**config.mk**
```make
export PLATFORM = sky130hd
export DESIGN_NAME = hmmm_multicycle_core
export DESIGN_NICKNAME = d
export VERILOG_FILES = /design/src/rtl/hmmm_multicycle_core.sv
export SDC_FILE = /design/constraint.sdc
export NUM_CORES = 1
export LEC_CHECK = 0
export ABC_AREA = 1
export BUFFER_PORTS_ARGS = -buffer_cell sky130_fd_sc_hd__clkbuf_2
export CELL_PAD_IN_SITES_DETAIL_PLACEMENT = 1
export CELL_PAD_IN_SITES_GLOBAL_PLACEMENT = 2
export CORE_MARGIN = 5
export CORE_UTILIZATION = 35
export CTS_CLUSTER_SIZE = 8
export DETAILED_ROUTE_END_ITERATION = 7
export PLACE_DENSITY = 0.82
export SLEW_MARGIN = 15
export SYNTH_ARGS = -nofsm -noshare
export SYNTH_HDL_FRONTEND = slang
export SYNTH_SLANG_ARGS = --single-unit
```
**constraint.sdc**
```tcl
create_clock -name clk -period 4.8 [get_ports clk]
set_input_delay 0.72 -clock clk [delete_from_list [all_inputs] [get_ports clk]]
set_output_delay 0.72 -clock clk [all_outputs]
set_load 0.01 [all_outputs]
```
**src/rtl/hmmm_multicycle_core.sv**
```systemverilog
// HMMM multicycle core: FETCH/DECODE/EXEC/MEM/WB controller with req/ack instruction and data memories.
// Optional feature macro HMMM_OVF_TRAP_EN: signed ADD/SUB overflow halts the core instead of wrapping.
module hmmm_multicycle_core #(
    parameter  int DATA_W  = 4,
    parameter  int RA_W    = 2,
    parameter  int PC_W    = 8,
    localparam int INSTR_W = 4 + 3 * RA_W
) (
    input  logic               clk,
    input  logic               reset,
    output logic               imem_req,
    output logic [PC_W-1:0]    imem_addr,
    input  logic               imem_ack,
    input  logic [INSTR_W-1:0] imem_rdata,
    output logic               dmem_req,
    output logic               dmem_we,
    output logic [DATA_W-1:0]  dmem_addr,
    output logic [DATA_W-1:0]  dmem_wdata,
    input  logic               dmem_ack,
    input  logic [DATA_W-1:0]  dmem_rdata,
    output logic               retire,
    output logic               halted,
    output logic               illegal
);
    localparam int NREGS = 2 ** RA_W;
    localparam int IMM_W = 2 * RA_W;

    localparam logic [3:0] OP_NOP   = 4'b0000;
    localparam logic [3:0] OP_ADD   = 4'b0001;
    localparam logic [3:0] OP_SUB   = 4'b0010;
    localparam logic [3:0] OP_LOADI = 4'b0011;
    localparam logic [3:0] OP_LOAD  = 4'b0100;
    localparam logic [3:0] OP_STORE = 4'b0101;
    localparam logic [3:0] OP_HALT  = 4'b0110;

    localparam logic [PC_W-1:0]   PC_ONE   = {{(PC_W-1){1'b0}}, 1'b1};
    localparam logic [DATA_W-1:0] DATA_ONE = {{(DATA_W-1){1'b0}}, 1'b1};

    typedef enum logic [2:0] {
        S_FETCH  = 3'd0,
        S_DECODE = 3'd1,
        S_EXEC   = 3'd2,
        S_MEM    = 3'd3,
        S_WB     = 3'd4,
        S_HALT   = 3'd5
    } state_t;

    state_t             state_r;
    state_t             next_state_s;
    logic [PC_W-1:0]    pc_r;
    logic [PC_W-1:0]    pc_next_r;
    logic [INSTR_W-1:0] ir_r;
    logic [DATA_W-1:0]  regs_r [NREGS];
    logic [DATA_W-1:0]  opd_r;
    logic [DATA_W-1:0]  opa_r;
    logic [DATA_W-1:0]  opb_r;
    logic [DATA_W-1:0]  res_r;
    logic               wr_en_r;
    logic               illegal_r;
    logic               imem_req_r;
    logic               dmem_req_r;
    logic               dmem_we_r;
    logic [DATA_W-1:0]  dmem_addr_r;
    logic [DATA_W-1:0]  dmem_wdata_r;
    logic               retire_r;
    logic               halted_r;

    logic [3:0]         funct_s;
    logic [RA_W-1:0]    rd_s;
    logic [RA_W-1:0]    ra_s;
    logic [RA_W-1:0]    rb_s;
    logic [IMM_W-1:0]   imm_s;
    logic [DATA_W-1:0]  sum_s;
    logic [DATA_W-1:0]  diff_s;
    logic [DATA_W-1:0]  alu_res_s;
    logic               writes_s;
    logic               taken_s;
    logic               illegal_op_s;

    // Branch offset is a signed immediate widened to the PC width.
    function automatic logic [PC_W-1:0] sext_off(input logic [IMM_W-1:0] imm);
        return PC_W'($signed(imm));
    endfunction

    assign funct_s = ir_r[INSTR_W-1 -: 4];
    assign rd_s    = ir_r[3*RA_W-1 -: RA_W];
    assign ra_s    = ir_r[2*RA_W-1 -: RA_W];
    assign rb_s    = ir_r[RA_W-1:0];
    assign imm_s   = ir_r[IMM_W-1:0];
    assign sum_s   = opa_r + opb_r;
    assign diff_s  = opa_r + ~opb_r + DATA_ONE;

`ifdef HMMM_OVF_TRAP_EN
    logic ovf_s;

    // Two's-complement overflow: operands agree in sign, result disagrees.
    function automatic logic add_ovf(input logic a_msb, input logic b_msb, input logic r_msb);
        return (a_msb == b_msb) && (r_msb != a_msb);
    endfunction

    assign ovf_s = ((funct_s == OP_ADD) && add_ovf(opa_r[DATA_W-1], opb_r[DATA_W-1], sum_s[DATA_W-1])) ||
                   ((funct_s == OP_SUB) && add_ovf(opa_r[DATA_W-1], ~opb_r[DATA_W-1], diff_s[DATA_W-1]));
`endif

    // Execute stage: ALU result, rd write enable, branch decision, reserved-opcode detect.
    always_comb begin
        alu_res_s    = '0;
        writes_s     = 1'b0;
        taken_s      = 1'b0;
        illegal_op_s = 1'b0;
        casez (funct_s)
            OP_NOP: begin
                writes_s = 1'b0;
            end
            OP_ADD: begin
                alu_res_s = sum_s;
                writes_s  = 1'b1;
            end
            OP_SUB: begin
                alu_res_s = diff_s;
                writes_s  = 1'b1;
            end
            OP_LOADI: begin
                alu_res_s = DATA_W'(imm_s);
                writes_s  = 1'b1;
            end
            OP_LOAD: begin
                writes_s = 1'b1;
            end
            OP_STORE, OP_HALT: begin
                writes_s = 1'b0;
            end
            4'b10??: begin
                case (funct_s[1:0])
                    2'b00:   taken_s = 1'b1;
                    2'b01:   taken_s = (opd_r == '0);
                    2'b10:   taken_s = opd_r[DATA_W-1];
                    2'b11:   taken_s = (opd_r != '0);
                    default: taken_s = 1'b0;
                endcase
            end
            default: begin
                illegal_op_s = 1'b1;
            end
        endcase
    end

    // Next-state logic of the instruction sequencer.
    always_comb begin
        next_state_s = state_r;
        case (state_r)
            S_FETCH: begin
                if (imem_req_r && imem_ack) begin
                    next_state_s = S_DECODE;
                end else begin
                    next_state_s = S_FETCH;
                end
            end
            S_DECODE: next_state_s = S_EXEC;
            S_EXEC: begin
                if ((funct_s == OP_LOAD) || (funct_s == OP_STORE)) begin
                    next_state_s = S_MEM;
                end else if (funct_s == OP_HALT) begin
                    next_state_s = S_HALT;
`ifdef HMMM_OVF_TRAP_EN
                end else if (ovf_s) begin
                    next_state_s = S_HALT;
`endif
                end else begin
                    next_state_s = S_WB;
                end
            end
            S_MEM: begin
                if (dmem_req_r && dmem_ack) begin
                    next_state_s = S_WB;
                end else begin
                    next_state_s = S_MEM;
                end
            end
            S_WB:    next_state_s = S_FETCH;
            S_HALT:  next_state_s = S_HALT;
            default: next_state_s = S_FETCH;
        endcase
    end

    // Sequencer state register.
    always_ff @(posedge clk or posedge reset) begin
        if (reset) begin
            state_r <= S_FETCH;
        end else begin
            state_r <= next_state_s;
        end
    end

    // Datapath: instruction latch, operand read, execute results; architectural state changes only in WB.
    always_ff @(posedge clk or posedge reset) begin
        if (reset) begin
            pc_r      <= '0;
            pc_next_r <= '0;
            ir_r      <= '0;
            opd_r     <= '0;
            opa_r     <= '0;
            opb_r     <= '0;
            res_r     <= '0;
            wr_en_r   <= 1'b0;
            illegal_r <= 1'b0;
            for (int i = 0; i < NREGS; i++) begin
                regs_r[i] <= '0;
            end
        end else begin
            case (state_r)
                S_FETCH: begin
                    if (imem_req_r && imem_ack) begin
                        ir_r <= imem_rdata;
                    end
                end
                S_DECODE: begin
                    opd_r <= regs_r[rd_s];
                    opa_r <= regs_r[ra_s];
                    opb_r <= regs_r[rb_s];
                end
                S_EXEC: begin
                    res_r     <= alu_res_s;
                    wr_en_r   <= writes_s;
                    pc_next_r <= taken_s ? (pc_r + PC_ONE + sext_off(imm_s)) : (pc_r + PC_ONE);
                    illegal_r <= illegal_r | illegal_op_s;
                end
                S_MEM: begin
                    if (dmem_req_r && dmem_ack && !dmem_we_r) begin
                        res_r <= dmem_rdata;
                    end
                end
                S_WB: begin
                    if (wr_en_r) begin
                        regs_r[rd_s] <= res_r;
                    end
                    pc_r <= pc_next_r;
                end
                default: begin
                    pc_r <= pc_r;
                end
            endcase
        end
    end

    // Handshake and status outputs, registered from the state being entered so they align with it.
    always_ff @(posedge clk or posedge reset) begin
        if (reset) begin
            imem_req_r   <= 1'b0;
            dmem_req_r   <= 1'b0;
            dmem_we_r    <= 1'b0;
            dmem_addr_r  <= '0;
            dmem_wdata_r <= '0;
            retire_r     <= 1'b0;
            halted_r     <= 1'b0;
        end else begin
            imem_req_r <= (next_state_s == S_FETCH);
            dmem_req_r <= (next_state_s == S_MEM);
            dmem_we_r  <= (next_state_s == S_MEM) && (funct_s == OP_STORE);
            retire_r   <= (next_state_s == S_WB);
            halted_r   <= (next_state_s == S_HALT);
            if (state_r == S_EXEC) begin
                dmem_addr_r  <= opa_r;
                dmem_wdata_r <= opd_r;
            end
        end
    end

    assign imem_req   = imem_req_r;
    assign imem_addr  = pc_r;
    assign dmem_req   = dmem_req_r;
    assign dmem_we    = dmem_we_r;
    assign dmem_addr  = dmem_addr_r;
    assign dmem_wdata = dmem_wdata_r;
    assign retire     = retire_r;
    assign halted     = halted_r;
    assign illegal    = illegal_r;

endmodule

```
=== Yosys cells after proc, flatten, opt, wreduce, memory -nomap -nowiden ===
Cells that the tools add are included.

* Add/subtract/negate cells: 5
* Magnitude comparators: 4
* Equality and inequality tests: 19
* Mux-type cells: 25
* Bitwise logic cells: 5
* Reductions and logical operators: 19

{| class="wikitable"
|+ Operators with widths
! operator !! number
|-
| 4-bit 2-to-1 mux || 8
|-
| 4-bit binary-select mux with 2-bit select || 3
|-
| 16-bit bitwise mux || 1
|-
| 3-bit case mux with 5 select lines || 1
|-
| 3-bit == test, second input constant || 4
|-
| 4-bit by 3-bit == test with 1-bit output, second input constant || 3
|-
| 4-bit case mux with 3 select lines || 1
|-
| 3-bit by 2-bit == test with 1-bit output, second input constant || 3
|-
| 3-bit greater-or-equal comparator, second input constant || 3
|-
| 2-bit inverter with 3-bit output || 3
|-
| 4-bit adder || 2
|-
| 8-bit by 1-bit adder with 8-bit output, second input constant || 1
|-
| 8-bit adder || 1
|-
| 4-bit demux with 2-bit select || 1
|-
| 4-bit by 2-bit == test with 1-bit output, second input constant || 2
|-
| 4-bit logical NOT || 2
|-
| 8-bit 2-to-1 mux || 1
|-
| 4-bit case mux with 2 select lines || 1
|-
| 8-bit OR reduction || 1
|-
| 2-bit == test, second input constant || 3
|-
| 3-bit logical NOT || 2
|-
| 3-bit 2-to-1 mux || 2
|-
| 2-bit AND reduction || 3
|-
| 1-bit logical AND || 5
|-
| other kinds (16) || 20
|}

* Flip-flop bits (word level): 76
* Input bits: 18
* Output and inout bits: 22
* Word-level logic and storage cells: 98

=== Longest topological paths before layout ===
Gate-level depths: netlist of the first run.

* Word-level depth: 6
* Gate-level depth with buffers: 15

=== Worst setup path after synthesis of the first run ===
OpenSTA, ideal clock, no wires.

* Kind: reg-to-reg
* From: register pc_r[0], in the netlist imem_addr[0]
* To: register pc_next_r[7]
* Arrival: 2.005 ns
* Slack: 2.677 ns
* Stages on the path, launching flop included: 15
* Path buffers: 0
* Clock period less this slack: 2.123 ns
* Cell sequence: dfrtp_1 -> ha_1 -> nand2_1 -> nor2_1 -> nand3_1 -> xnor2_1 -> ha_1 -> nand2_1 -> inv_1 -> a21oi_1 -> nand2_1 -> nand2_1 -> nand4_1 -> nand3_1 -> nand2_1

* Longest elaborated chain between the ends: 3

{| class="wikitable"
|+ RTL lines
! what !! RTL line !! RTL
|-
| from (decl) || 50 || <nowiki>logic [PC_W-1:0] pc_r;</nowiki>
|-
| from (signal assigned) || 237 || <nowiki>pc_r <= pc_next_r;</nowiki>
|-
| from (signal assigned) || 240 || <nowiki>pc_r <= pc_r;</nowiki>
|-
| 8-bit by 1-bit adder with 8-bit output (*) || 225 || <nowiki>pc_next_r <= taken_s ? (pc_r + PC_ONE + sext_off(imm_s)) : (pc_r + PC_ONE);</nowiki>
|-
| 8-bit adder || 225 ||
|-
| 8-bit 2-to-1 mux (*) || 225 ||
|-
| to (signal assigned) || 225 ||
|-
| to (decl) || 51 || <nowiki>logic [PC_W-1:0] pc_next_r;</nowiki>
|}

Mark *: on every way between the ends. The rest lies on a longest branch, timed or not.
A chain may end at the register's enable or synchronous reset.

=== Worst setup path after layout of the first run ===
Ends and elaborated chain as after synthesis.

==> reports/qor.txt, run 1 <==
Max Freq = 0.4307 GHz
combinational family with the most area after synthesis = simple AND/OR/NAND/NOR gates
Starting DRT DRC Count = 141
most common flop cell mapped by yosys = sky130_fd_sc_hd__dfrtp_1
class of the tightest hold or removal check = primary input to async pin
worst endpoint data arrival time = 2.54 ns
post-synthesis cell area = 4105 um2
cell repeated most along the worst path = sky130_fd_sc_hd__nand2_1
unrepaired setup endpoints after global routing = no
capturing element type of the critical path = flop
global placement routability congestion = 0.7985
period utilisation layout = 0.4837
Total GRT Usage = 0.1694
DRC viols = 0
syn nets = 540
R2R Path Start = imem_addr[0]$_DFFE_PP0N_
worst-margin pin slew = 0.9510 ns
DP HPWL = 8707 um
final-layout worst hold slack = 0.3477 ns
number of buffers created by CTS = 9
Critical path destination = pc_next_r[7]$_DFFE_PP0P_
setup-violating endpoint count in the final report = 0
Pwr per Cell Area = 694.3 nW/um2
mean instance size in the synthesized netlist = 8.145 um2
initial core utilization = 0.3580
static leakage power = 2.325 nW
placeable core region = 11470 um2
post-synthesis compound-gate area fraction = 0.1585
first drt pass iteration count = 4
highest-delay cell along the critical path = sky130_fd_sc_hd__dfrtp_1
top cells by area in the synthesized netlist = sky130_fd_sc_hd__dfrtp_1, sky130_fd_sc_hd__nand2_1, sky130_fd_sc_hd__o21ai_0
number of placement rows = 39
ant diodes = 0
part of the Yosys area used for sequential elements = 0.4633
Clock Path Buffers = 2
distinct cell type count after synthesis = 35
post-synthesis to final-layout area growth = 15.97%
maximum fanout encountered on the critical timing path = 6
via count of the first global-routing pass = 3739
minimum setup slack in the final design = 2.478 ns
startpoint-to-endpoint class of the critical path = flop to flop
Critical Path RT = 5.02 ns
capture point of the worst reg-to-reg path = pc_next_r[7]$_DFFE_PP0P_
post-synthesis share of cell area spent on and, or, nand and nor gates = 0.2048
average vias per placed instance = 5.004
postcts setup bufs = 0
final setup TNS = 0 ns
cts hold-fix bufs = 0
first-pass GRT wire length = 19310 um
Fin Clk Skew = 0.006934 ns
register-to-register path setup slack = 2.48 ns
CTS tree = built
initial antenna violation count = 0
kind of start point of the critical path = flop
peak ir drop on the vdd network = 228.3 uV
clock latency of the later-clocked register in the worst-skew pair = 0.33 ns
wire length reported by the detailed router = 11330 um
fraction of synthesized cell area in xor and xnor cells = 0.02560
share of cell area taken by muxes after synthesis = 0.01646
async set or reset register ratio after synthesis = 1.000
synthesized instance count = 504
clock period minus final worst setup slack = 2.322 ns
global routing met2 resource utilization = 0.2669
highest-utilization routing layer at the global route stage = met2
warning count from the yosys run = 0
fraction of synthesized cell area taken by the top area cell type = 0.4633
fillers = 1382
Reg clk slew, reported paths = 0.06 ns
number of cells on the worst reg-to-reg path = 14
Final #Nets = 581
per-cell routed wire length = 16.34 um
FF+latch count, synth = 76
synth cell count leaders = sky130_fd_sc_hd__nand2_1, sky130_fd_sc_hd__dfrtp_1, sky130_fd_sc_hd__o21ai_0
# port buffers = 39
post-synth top area cell = sky130_fd_sc_hd__dfrtp_1
clock sink count = 76
worst slew margin relative to its limit = 0.3653
GR met1 Demand/Resource = 0.2407
Worst path max stage delay = 0.43 ns
detailed-route via count = 3468
worst setup path startpoint = imem_addr[0]$_DFFE_PP0N_
area used by sequential logic in the layout = 1902 um2
maximum capacitance violations = 0
chain of cells forming the critical path = ha_1, nand2_1, nor2_1, nand3_1, xnor2_1, ha_1, nand2_1, inv_1, a21oi_1, nand2_1, nand2_1, nand4_1, nand3_1, nand2_1
root buf cell = sky130_fd_sc_hd__clkbuf_16
number of flops mapped to enable cells by yosys = 0
cell with the most instances after synthesis = sky130_fd_sc_hd__nand2_1
result of the run = completed
area used by multi-input combinational logic = 1917 um2
pre-CTS WS = 2.497 ns
share of post-route cells with drive strength above 1 = 0.1364
H-tree levels = 3
width of the die = 118.3 um
vertical die dimension = 118.3 um
number of top-level pins = 40
number of cells upsized or downsized after cts = 0
Pins Over Slew Limit = 0
final hold violation count = 0
number of nets still failing antenna checks after routing = 0
routing usage on met3 = 0.02436
area share of fa/ha/maj cells after synthesis = 0.06035
overall overflow remaining after global route = 0
pin count of the biggest net entering global routing = 54
Total Die Area = 13990 um2
how the worst min path moves through the flow:
stage                     slack, ns                        to                startpoint
after floorplan                0.45  pc_next_r[7]$_DFFE_PP0P_  pc_next_r[7]$_DFFE_PP0P_
after global placement         0.47       illegal$_DFFE_PP0P_       illegal$_DFFE_PP0P_
after detailed placement       0.47       illegal$_DFFE_PP0P_       illegal$_DFFE_PP0P_
after CTS                      0.36         dmem_we$_DFF_PP0_                     reset
after global routing           0.38        imem_req$_DFF_PP0_                     reset
final                          0.35         dmem_we$_DFF_PP0_                     reset
power breakdown:
part / total [mW] / internal (mW) / leakage [nW] / switching, mW
registers: 1.17 / 0.904 / 0.973 / 0.270
logic: 1.44 / 0.523 / 1.20 / 0.913
clock network: 0.695 / 0.430 / 0.149 / 0.265
cell families (layout without fill, tap and decap cells):
kind of cell    Yosys count  in the layout
simple gates            198            198
compound gates          117            117
buf+inv                  77            123
flops                    76             76
fa+ha+maj                18             18
xor+xnor                 12             12
mux                       6              6
per-layer routing:
metal  up-vias  wire [um]
met5         -          0
met4         0        121
met3        11        274
met2        37       5268
met1      1673       5661
li1       1747          -
layout by cell type (no fill, tap or decap), types with 3 or more instances in the layout:
cell                        instances
sky130_fd_sc_hd__xnor2_1            6
sky130_fd_sc_hd__nand2_1          123
sky130_fd_sc_hd__nand3_1           26
sky130_fd_sc_hd__a21oi_1           28
sky130_fd_sc_hd__nand4_1            3
sky130_fd_sc_hd__clkbuf_16          9
sky130_fd_sc_hd__clkinv_2           3
sky130_fd_sc_hd__ha_1              15
sky130_fd_sc_hd__dfrtp_1           76
sky130_fd_sc_hd__nor2_1            30
sky130_fd_sc_hd__o21ai_0           70
sky130_fd_sc_hd__nor3_2             3
sky130_fd_sc_hd__o211ai_1           3
sky130_fd_sc_hd__o2111ai_1          4
sky130_fd_sc_hd__mux2_2             6
sky130_fd_sc_hd__inv_1             63
sky130_fd_sc_hd__xor2_1             6
sky130_fd_sc_hd__nor3_1             4
sky130_fd_sc_hd__clkbuf_2          39
sky130_fd_sc_hd__fa_1               3
stage by stage:
stage	util	power [mW]	instances	area [um2]
after floorplan	-	2.143	504	4105
after global placement	0.3887	2.579	677	4457
after detailed placement	0.3887	2.629	677	4457
after CTS	0.4152	3.343	693	4761
after global routing	0.4152	3.612	693	4761
final	0.4152	3.306	693	4761
sequential cells by signal (all words and copies together), names as in the netlist, 3 cells and up:
register / count
regs_r: 16
ir_r: 10
imem_addr: 8
pc_next_r: 8
dmem_addr: 4
dmem_wdata: 4
opa_r: 4
opb_r: 4
opd_r: 4
res_r: 4
state_r: 3
cell type report:
type,count,area share
well taps,143,0.03758
flip-flops and latches,76,0.3995
multi-input cells,351,0.4026
clock buffers,12,0.05388
inverters,66,0.05230
repair buffers,41,0.04415
clock inverters,4,0.009987
worst max-delay path: cells and delay by family (launching register included):
kind                     cells  cell delay [ns]
AO/OA/AOI/OAI                1             0.19
buffers and inverters        1             0.04
flip-flops                   1             0.43
AND/OR/NAND/NOR              9             0.84
adder cells (fa/ha/maj)      2             0.51
XOR/XNOR                     1             0.20
No activity file was read; power rests on OpenSTA's default activity.
==> run 2, diff against run 1 <==
--- a/config.mk
+++ b/config.mk
@@ -5,7 +5,7 @@
 export SDC_FILE = /design/constraint.sdc
 export NUM_CORES = 1
 export LEC_CHECK = 0
-export ABC_AREA = 1
+export ABC_AREA = 0
 export BUFFER_PORTS_ARGS = -buffer_cell sky130_fd_sc_hd__clkbuf_2
 export CELL_PAD_IN_SITES_DETAIL_PLACEMENT = 1
 export CELL_PAD_IN_SITES_GLOBAL_PLACEMENT = 2
@@ -13,7 +13,7 @@
 export CORE_UTILIZATION = 35
 export CTS_CLUSTER_SIZE = 8
 export DETAILED_ROUTE_END_ITERATION = 7
-export PLACE_DENSITY = 0.82
+export PLACE_DENSITY = 0.77
 export SLEW_MARGIN = 15
 export SYNTH_ARGS = -nofsm -noshare
 export SYNTH_HDL_FRONTEND = slang
==> constraint.sdc (replaced) <==
create_clock -name clk -period 2.1 [get_ports clk]
set_input_delay 0.315 -clock clk [delete_from_list [all_inputs] [get_ports clk]]
set_output_delay 0.315 -clock clk [all_outputs]
set_load 0.01 [all_outputs]
==> reports/qor.txt, run 2 <==
pin count of the biggest net entering global routing = 34
class of the tightest hold or removal check = primary input to async pin
number of buffers created by CTS = 9
commonest cells after routing, fill and taps aside = sky130_fd_sc_hd__dfrtp_1, sky130_fd_sc_hd__nand2_1, sky130_fd_sc_hd__buf_4, sky130_fd_sc_hd__clkbuf_2, sky130_fd_sc_hd__mux2_2
synthesized instance count = 362
peak ir drop on the vdd network = 521.3 uV
part of the Yosys area used for sequential elements = 0.4637
DP HPWL = 7895 um
syn nets = 398
first drt pass iteration count = 4
Total GRT Usage = 0.1610
global placement routability congestion = 0.8339
root buf cell = sky130_fd_sc_hd__clkbuf_16
average vias per placed instance = 5.186
share of post-route cells with drive strength above 1 = 0.3941
total power consumption of the routed design = 8.699 mW
FF+latch count, synth = 76
overall overflow remaining after global route = 0
kind of start point of the critical path = flop
number of flops mapped to enable cells by yosys = 0
CTS tree = built
result of the run = finished with violations
worst-margin pin slew = 0.5960 ns
async set or reset register ratio after synthesis = 1.000
static leakage power = 2.373 nW
post-synthesis cell area = 4101 um2
initial core utilization = 0.3577
synth cell count leaders = sky130_fd_sc_hd__dfrtp_1, sky130_fd_sc_hd__nand2_1, sky130_fd_sc_hd__mux2_2
wire length reported by the detailed router = 10780 um
Starting DRT DRC Count = 138
detailed-route via count = 3018
cell with the most instances after synthesis = sky130_fd_sc_hd__dfrtp_1
pre-CTS WS = -0.08569 ns
worst slew margin relative to its limit = 0.6018
post-synth top area cell = sky130_fd_sc_hd__dfrtp_1
cts hold-fix bufs = 0
number of top-level pins = 40
Fin Clk Skew = 0.005353 ns
unrepaired setup endpoints after global routing = yes
ant diodes = 0
capturing element type of the critical path = flop
Clock Path Buffers = 2
Total Die Area = 13980 um2
Largest Register = regs_r
setup-violating endpoint count in the final report = 3
final setup TNS = -0.3289 ns
minimum setup slack in the final design = -0.1783 ns
per-cell routed wire length = 18.51 um
Pwr per Cell Area = 1697 nW/um2
post-synthesis to final-layout area growth = 25.02%
top cells by area in the synthesized netlist = sky130_fd_sc_hd__dfrtp_1, sky130_fd_sc_hd__mux2_2, sky130_fd_sc_hd__mux4_2
Critical Path RT = 2.32 ns
via count of the first global-routing pass = 3433
number of placement rows = 39
H-tree levels = 3
fraction of synthesized cell area taken by the top area cell type = 0.4637
final-layout worst hold slack = 0.03397 ns
clock sink count = 76
distinct cell type count after synthesis = 52
worst endpoint data arrival time = 2.50 ns
Pins Over Slew Limit = 0
registers with the most flip-flops = regs_r: 16 flops, ir_r: 10 flops
final core utilization = 0.4471
warning count from the yosys run = 0
maximum fanout encountered on the critical timing path = 3
DRC viols = 0
Final #Nets = 473
most common library cell in the layout ignoring fill and taps = sky130_fd_sc_hd__dfrtp_1
violated checks = setup timing
Reg clk slew, reported paths = 0.06 ns
mean instance size in the synthesized netlist = 11.33 um2
startpoint-to-endpoint class of the critical path = flop to flop
Max Freq = 0.4389 GHz
maximum capacitance violations = 0
final hold violation count = 0
# port buffers = 39
vertical die dimension = 118.3 um
first-pass GRT wire length = 18020 um
number of nets still failing antenna checks after routing = 0
clock period minus final worst setup slack = 2.278 ns
placeable core region = 11470 um2
flip-flop count of the largest register after layout = 16
period utilisation layout = 1.085
initial antenna violation count = 0
most common flop cell mapped by yosys = sky130_fd_sc_hd__dfrtp_1
width of the die = 118.3 um
clock latency of the later-clocked register in the worst-skew pair = 0.34 ns
[run 2: final timing paths]
path | startpoint | to | slack [ns] | cells after the start
worst max register to register | imem_addr[0]$_DFFE_PP0N_ | pc_next_r[6]$_DFFE_PP0P_ | -0.18 | 11
min in group clk | imem_rdata[8] | ir_r[8]$_DFFE_PP0P_ | 0.18 | 3
max in group asynchronous | reset | halted$_DFF_PP0_ | 1.42 | 3
worst min-delay path | reset | imem_addr[1]$_DFFE_PP0N_ | 0.03 | 2
worst min register to register | dmem_wdata[0]$_DFFE_PP0P_ | dmem_wdata[0]$_DFFE_PP0P_ | 0.47 | 2
worst max-delay path | imem_addr[0]$_DFFE_PP0N_ | pc_next_r[6]$_DFFE_PP0P_ | -0.18 | 11
[run 2: cell families (layout without fill, tap and decap cells)]
family          count (synthesis)  in the layout  synth area share
simple gates                  101            101            0.1284
flops                          76             76            0.4637
compound gates                 67             67            0.1007
mux                            56             56            0.1855
buf+inv                        30            107           0.03142
fa+ha+maj                      18             18           0.06040
xor+xnor                       14             14           0.02990
[run 2: worst max-delay path: stages, from the launching register on]
cell and delay, ns:
sky130_fd_sc_hd__dfrtp_1 0.41, sky130_fd_sc_hd__buf_4 0.13, sky130_fd_sc_hd__buf_4 0.09, sky130_fd_sc_hd__inv_1 0.04, sky130_fd_sc_hd__ha_2 0.19, sky130_fd_sc_hd__fa_2 0.36, sky130_fd_sc_hd__a211oi_2 0.27, sky130_fd_sc_hd__o21bai_1 0.10
sky130_fd_sc_hd__a21oi_1 0.22, sky130_fd_sc_hd__xnor2_1 0.11, sky130_fd_sc_hd__mux2i_1 0.14, sky130_fd_sc_hd__a21oi_1 0.08
[run 2: final cells by class]
| type | count | area, um2 |
|---|---|---|
| well taps | 143 | 178.9 |
| clock buffers | 13 | 240.2 |
| inverters | 13 | 52.55 |
| repair buffers | 81 | 535.5 |
| fillers | 1259 | 6340 |
| multi-input cells | 256 | 2217 |
| flip-flops and latches | 76 | 1903 |
[run 2: per-layer routing]
metal	vias to the layer above	track usage	wire length, um
li1	1436	-	-
met1	1531	0.2010	4814
met2	36	0.2665	5386
met3	15	0.03868	337
met4	0	0.06882	237
met5	-	0	0
[run 2: metrics by stage]
stage / cell area, um2 / std cells
4_1_cts: 5000 / 580
6_report: 5127 / 582
3_3_place_gp: 4695 / 561
5_1_grt: 5127 / 582
3_5_place_dp: 4695 / 561
2_1_floorplan: 4120 / 362
[run 2: where the power goes]
part / internal (mW) / total [mW] / switching [mW]
Clock: 0.782 / 1.35 / 0.566
Combinational: 2.39 / 4.60 / 2.21
Sequential: 2.07 / 2.75 / 0.679
[run 2: timing repair]
action	in CTS	in global routing
resized for setup	3	22
setup endpoints to repair	2	7
buffers inserted	6	2
pin swaps	7	20
cloned	0	0
==> run 3, diff against run 2 <==
--- a/config.mk
+++ b/config.mk
@@ -13,7 +13,7 @@
 export CORE_UTILIZATION = 35
 export CTS_CLUSTER_SIZE = 8
 export DETAILED_ROUTE_END_ITERATION = 7
-export PLACE_DENSITY = 0.77
+export PLACE_DENSITY = 0.75
 export SLEW_MARGIN = 15
 export SYNTH_ARGS = -nofsm -noshare
 export SYNTH_HDL_FRONTEND = slang
==> constraint.sdc (replaced) <==
create_clock -name clk -period 2.61 [get_ports clk]
set_input_delay 0.3915 -clock clk [delete_from_list [all_inputs] [get_ports clk]]
set_output_delay 0.3915 -clock clk [all_outputs]
set_load 0.01 [all_outputs]
==> reports/qor.txt, run 3 (synthesis results as in run 2) <==
result of the run = completed
clock sink count = 76
number of buffers created by CTS = 9
capturing element type of the critical path = flop
post-synthesis to final-layout area growth = 15.62%
H-tree levels = 3
# port buffers = 39
highest-utilization routing layer at the global route stage = met2
Max Freq = 0.4227 GHz
GR met1 Demand/Resource = 0.1993
most common library cell in the layout ignoring fill and taps = sky130_fd_sc_hd__dfrtp_1
number of nets still failing antenna checks after routing = 0
per-cell routed wire length = 17.59 um
commonest cells after routing, fill and taps aside = sky130_fd_sc_hd__dfrtp_1, sky130_fd_sc_hd__nand2_1, sky130_fd_sc_hd__clkbuf_2, sky130_fd_sc_hd__mux2_2, sky130_fd_sc_hd__o21ai_0
period utilisation layout = 0.9065
area used by sequential logic in the layout = 1902 um2
routing usage on met3 = 0.03820
peak ir drop on the vdd network = 385.4 uV
worst setup path startpoint = imem_addr[0]$_DFFE_PP0N_
global routing met2 resource utilization = 0.2349
placed cell areas = 4491 um2
number of cells upsized or downsized after cts = 0
vertical die dimension = 118.3 um
Pwr per Cell Area = 1297 nW/um2
area used by multi-input combinational logic = 2071 um2
cts hold-fix bufs = 0
number of top-level pins = 40
unrepaired setup endpoints after global routing = no
final setup TNS = 0 ns
placeable core region = 11470 um2
clock latency of the later-clocked register in the worst-skew pair = 0.34 ns
kind of start point of the critical path = flop
via count of the first global-routing pass = 3152
Total Die Area = 13980 um2
Largest Register = regs_r
registers with the most flip-flops = regs_r: 16 flops, ir_r: 10 flops
clock period minus final worst setup slack = 2.366 ns
worst-margin pin slew = 0.6891 ns
CTS tree = built
first drt pass iteration count = 4
Final #Nets = 442
ant diodes = 0
pin count of the biggest net entering global routing = 35
detailed-route via count = 2858
initial antenna violation count = 0
global placement routability congestion = 0.8057
maximum capacitance violations = 0
width of the die = 118.3 um
Starting DRT DRC Count = 126
final core utilization = 0.4135
final hold violation count = 0
initial core utilization = 0.3577
worst slew margin relative to its limit = 0.5391
static leakage power = 2.210 nW
DRC viols = 0
final-layout worst hold slack = 0.09012 ns
DP HPWL = 7294 um
number of placement rows = 39
Clock Path Buffers = 2
final std cell area, no fill = 4742 um2
root buf cell = sky130_fd_sc_hd__clkbuf_16
class of the tightest hold or removal check = primary input to async pin
first-pass GRT wire length = 16660 um
average vias per placed instance = 5.168
fillers = 1272
Fin Clk Skew = 0.004680 ns
Total GRT Usage = 0.1484
Reg clk slew, reported paths = 0.06 ns
overall overflow remaining after global route = 0
maximum fanout encountered on the critical timing path = 5
flip-flop count of the largest register after layout = 16
wire length reported by the detailed router = 9727 um
Critical Path RT = 2.85 ns
startpoint-to-endpoint class of the critical path = flop to flop
R2R Path Start = imem_addr[0]$_DFFE_PP0N_
setup-violating endpoint count in the final report = 0
share of post-route cells with drive strength above 1 = 0.2976
postcts setup bufs = 0
Pins Over Slew Limit = 0
worst endpoint data arrival time = 2.60 ns
-- run 3: changes by cell type in the layout (fill, tap and decap cells not counted), sizes merged --
cell	previous run	this run
clkinv	0	3
clkbuf	52	51
clkinvlp	1	0
inv	12	13
buf	42	11
-- run 3: power by group --
group,switching (mW),leakage (nW),total (mW),internal [mW]
clock network,0.451,0.126,1.08,0.633
registers,0.611,0.982,2.28,1.67
logic,1.40,1.10,2.79,1.39
-- run 3: layout make-up --
type	count	area share
clock inverters	3	0.003166
flip-flops and latches	76	0.4011
clock buffers	12	0.04987
multi-input cells	256	0.4367
repair buffers	50	0.06121
well taps	143	0.03773
inverters	13	0.01029
-- run 3: worst paths after layout --
check	slack [ns]	endpoint	cells after the start
setup / recovery	0.24	pc_next_r[7]$_DFFE_PP0P_	9
hold / removal	0.09	regs_r[0]$_DFFE_PP0P_	2
setup reg to reg	0.24	pc_next_r[7]$_DFFE_PP0P_	9
hold reg to reg	0.47	dmem_wdata[2]$_DFFE_PP0P_	2
max in group asynchronous	1.86	pc_next_r[7]$_DFFE_PP0P_	3
min in group clk	0.27	ir_r[8]$_DFFE_PP0P_	3
-- run 3: metal layers --
layer,vias up,share of wire
met2,33,0.48
met1,1443,0.47
met3,11,0.033
li1,1371,-
met4,0,0.013
met5,-,0
-- run 3: worst max-delay path, cell delays in order (launching register included) --
cell and delay (ns):
sky130_fd_sc_hd__dfrtp_1 0.41, sky130_fd_sc_hd__ha_1 0.26, sky130_fd_sc_hd__xor2_1 0.17, sky130_fd_sc_hd__ha_1 0.38, sky130_fd_sc_hd__o211ai_1 0.12, sky130_fd_sc_hd__o21ai_1 0.24, sky130_fd_sc_hd__a31oi_1 0.14, sky130_fd_sc_hd__xnor2_1 0.15
sky130_fd_sc_hd__and3_1 0.20, sky130_fd_sc_hd__o31ai_1 0.20
-- run 3: through the flow --
step | cells | setup slack [ns] | power (mW)
finish | 553 | 0.2441 | 6.152
global placement | 538 | 0.3238 | 5.010
global route | 553 | 0.08430 | 6.679
CTS | 553 | 0.2368 | 6.243
detailed placement | 538 | 0.2466 | 5.110
floorplan | 362 | 0.2802 | 4.249
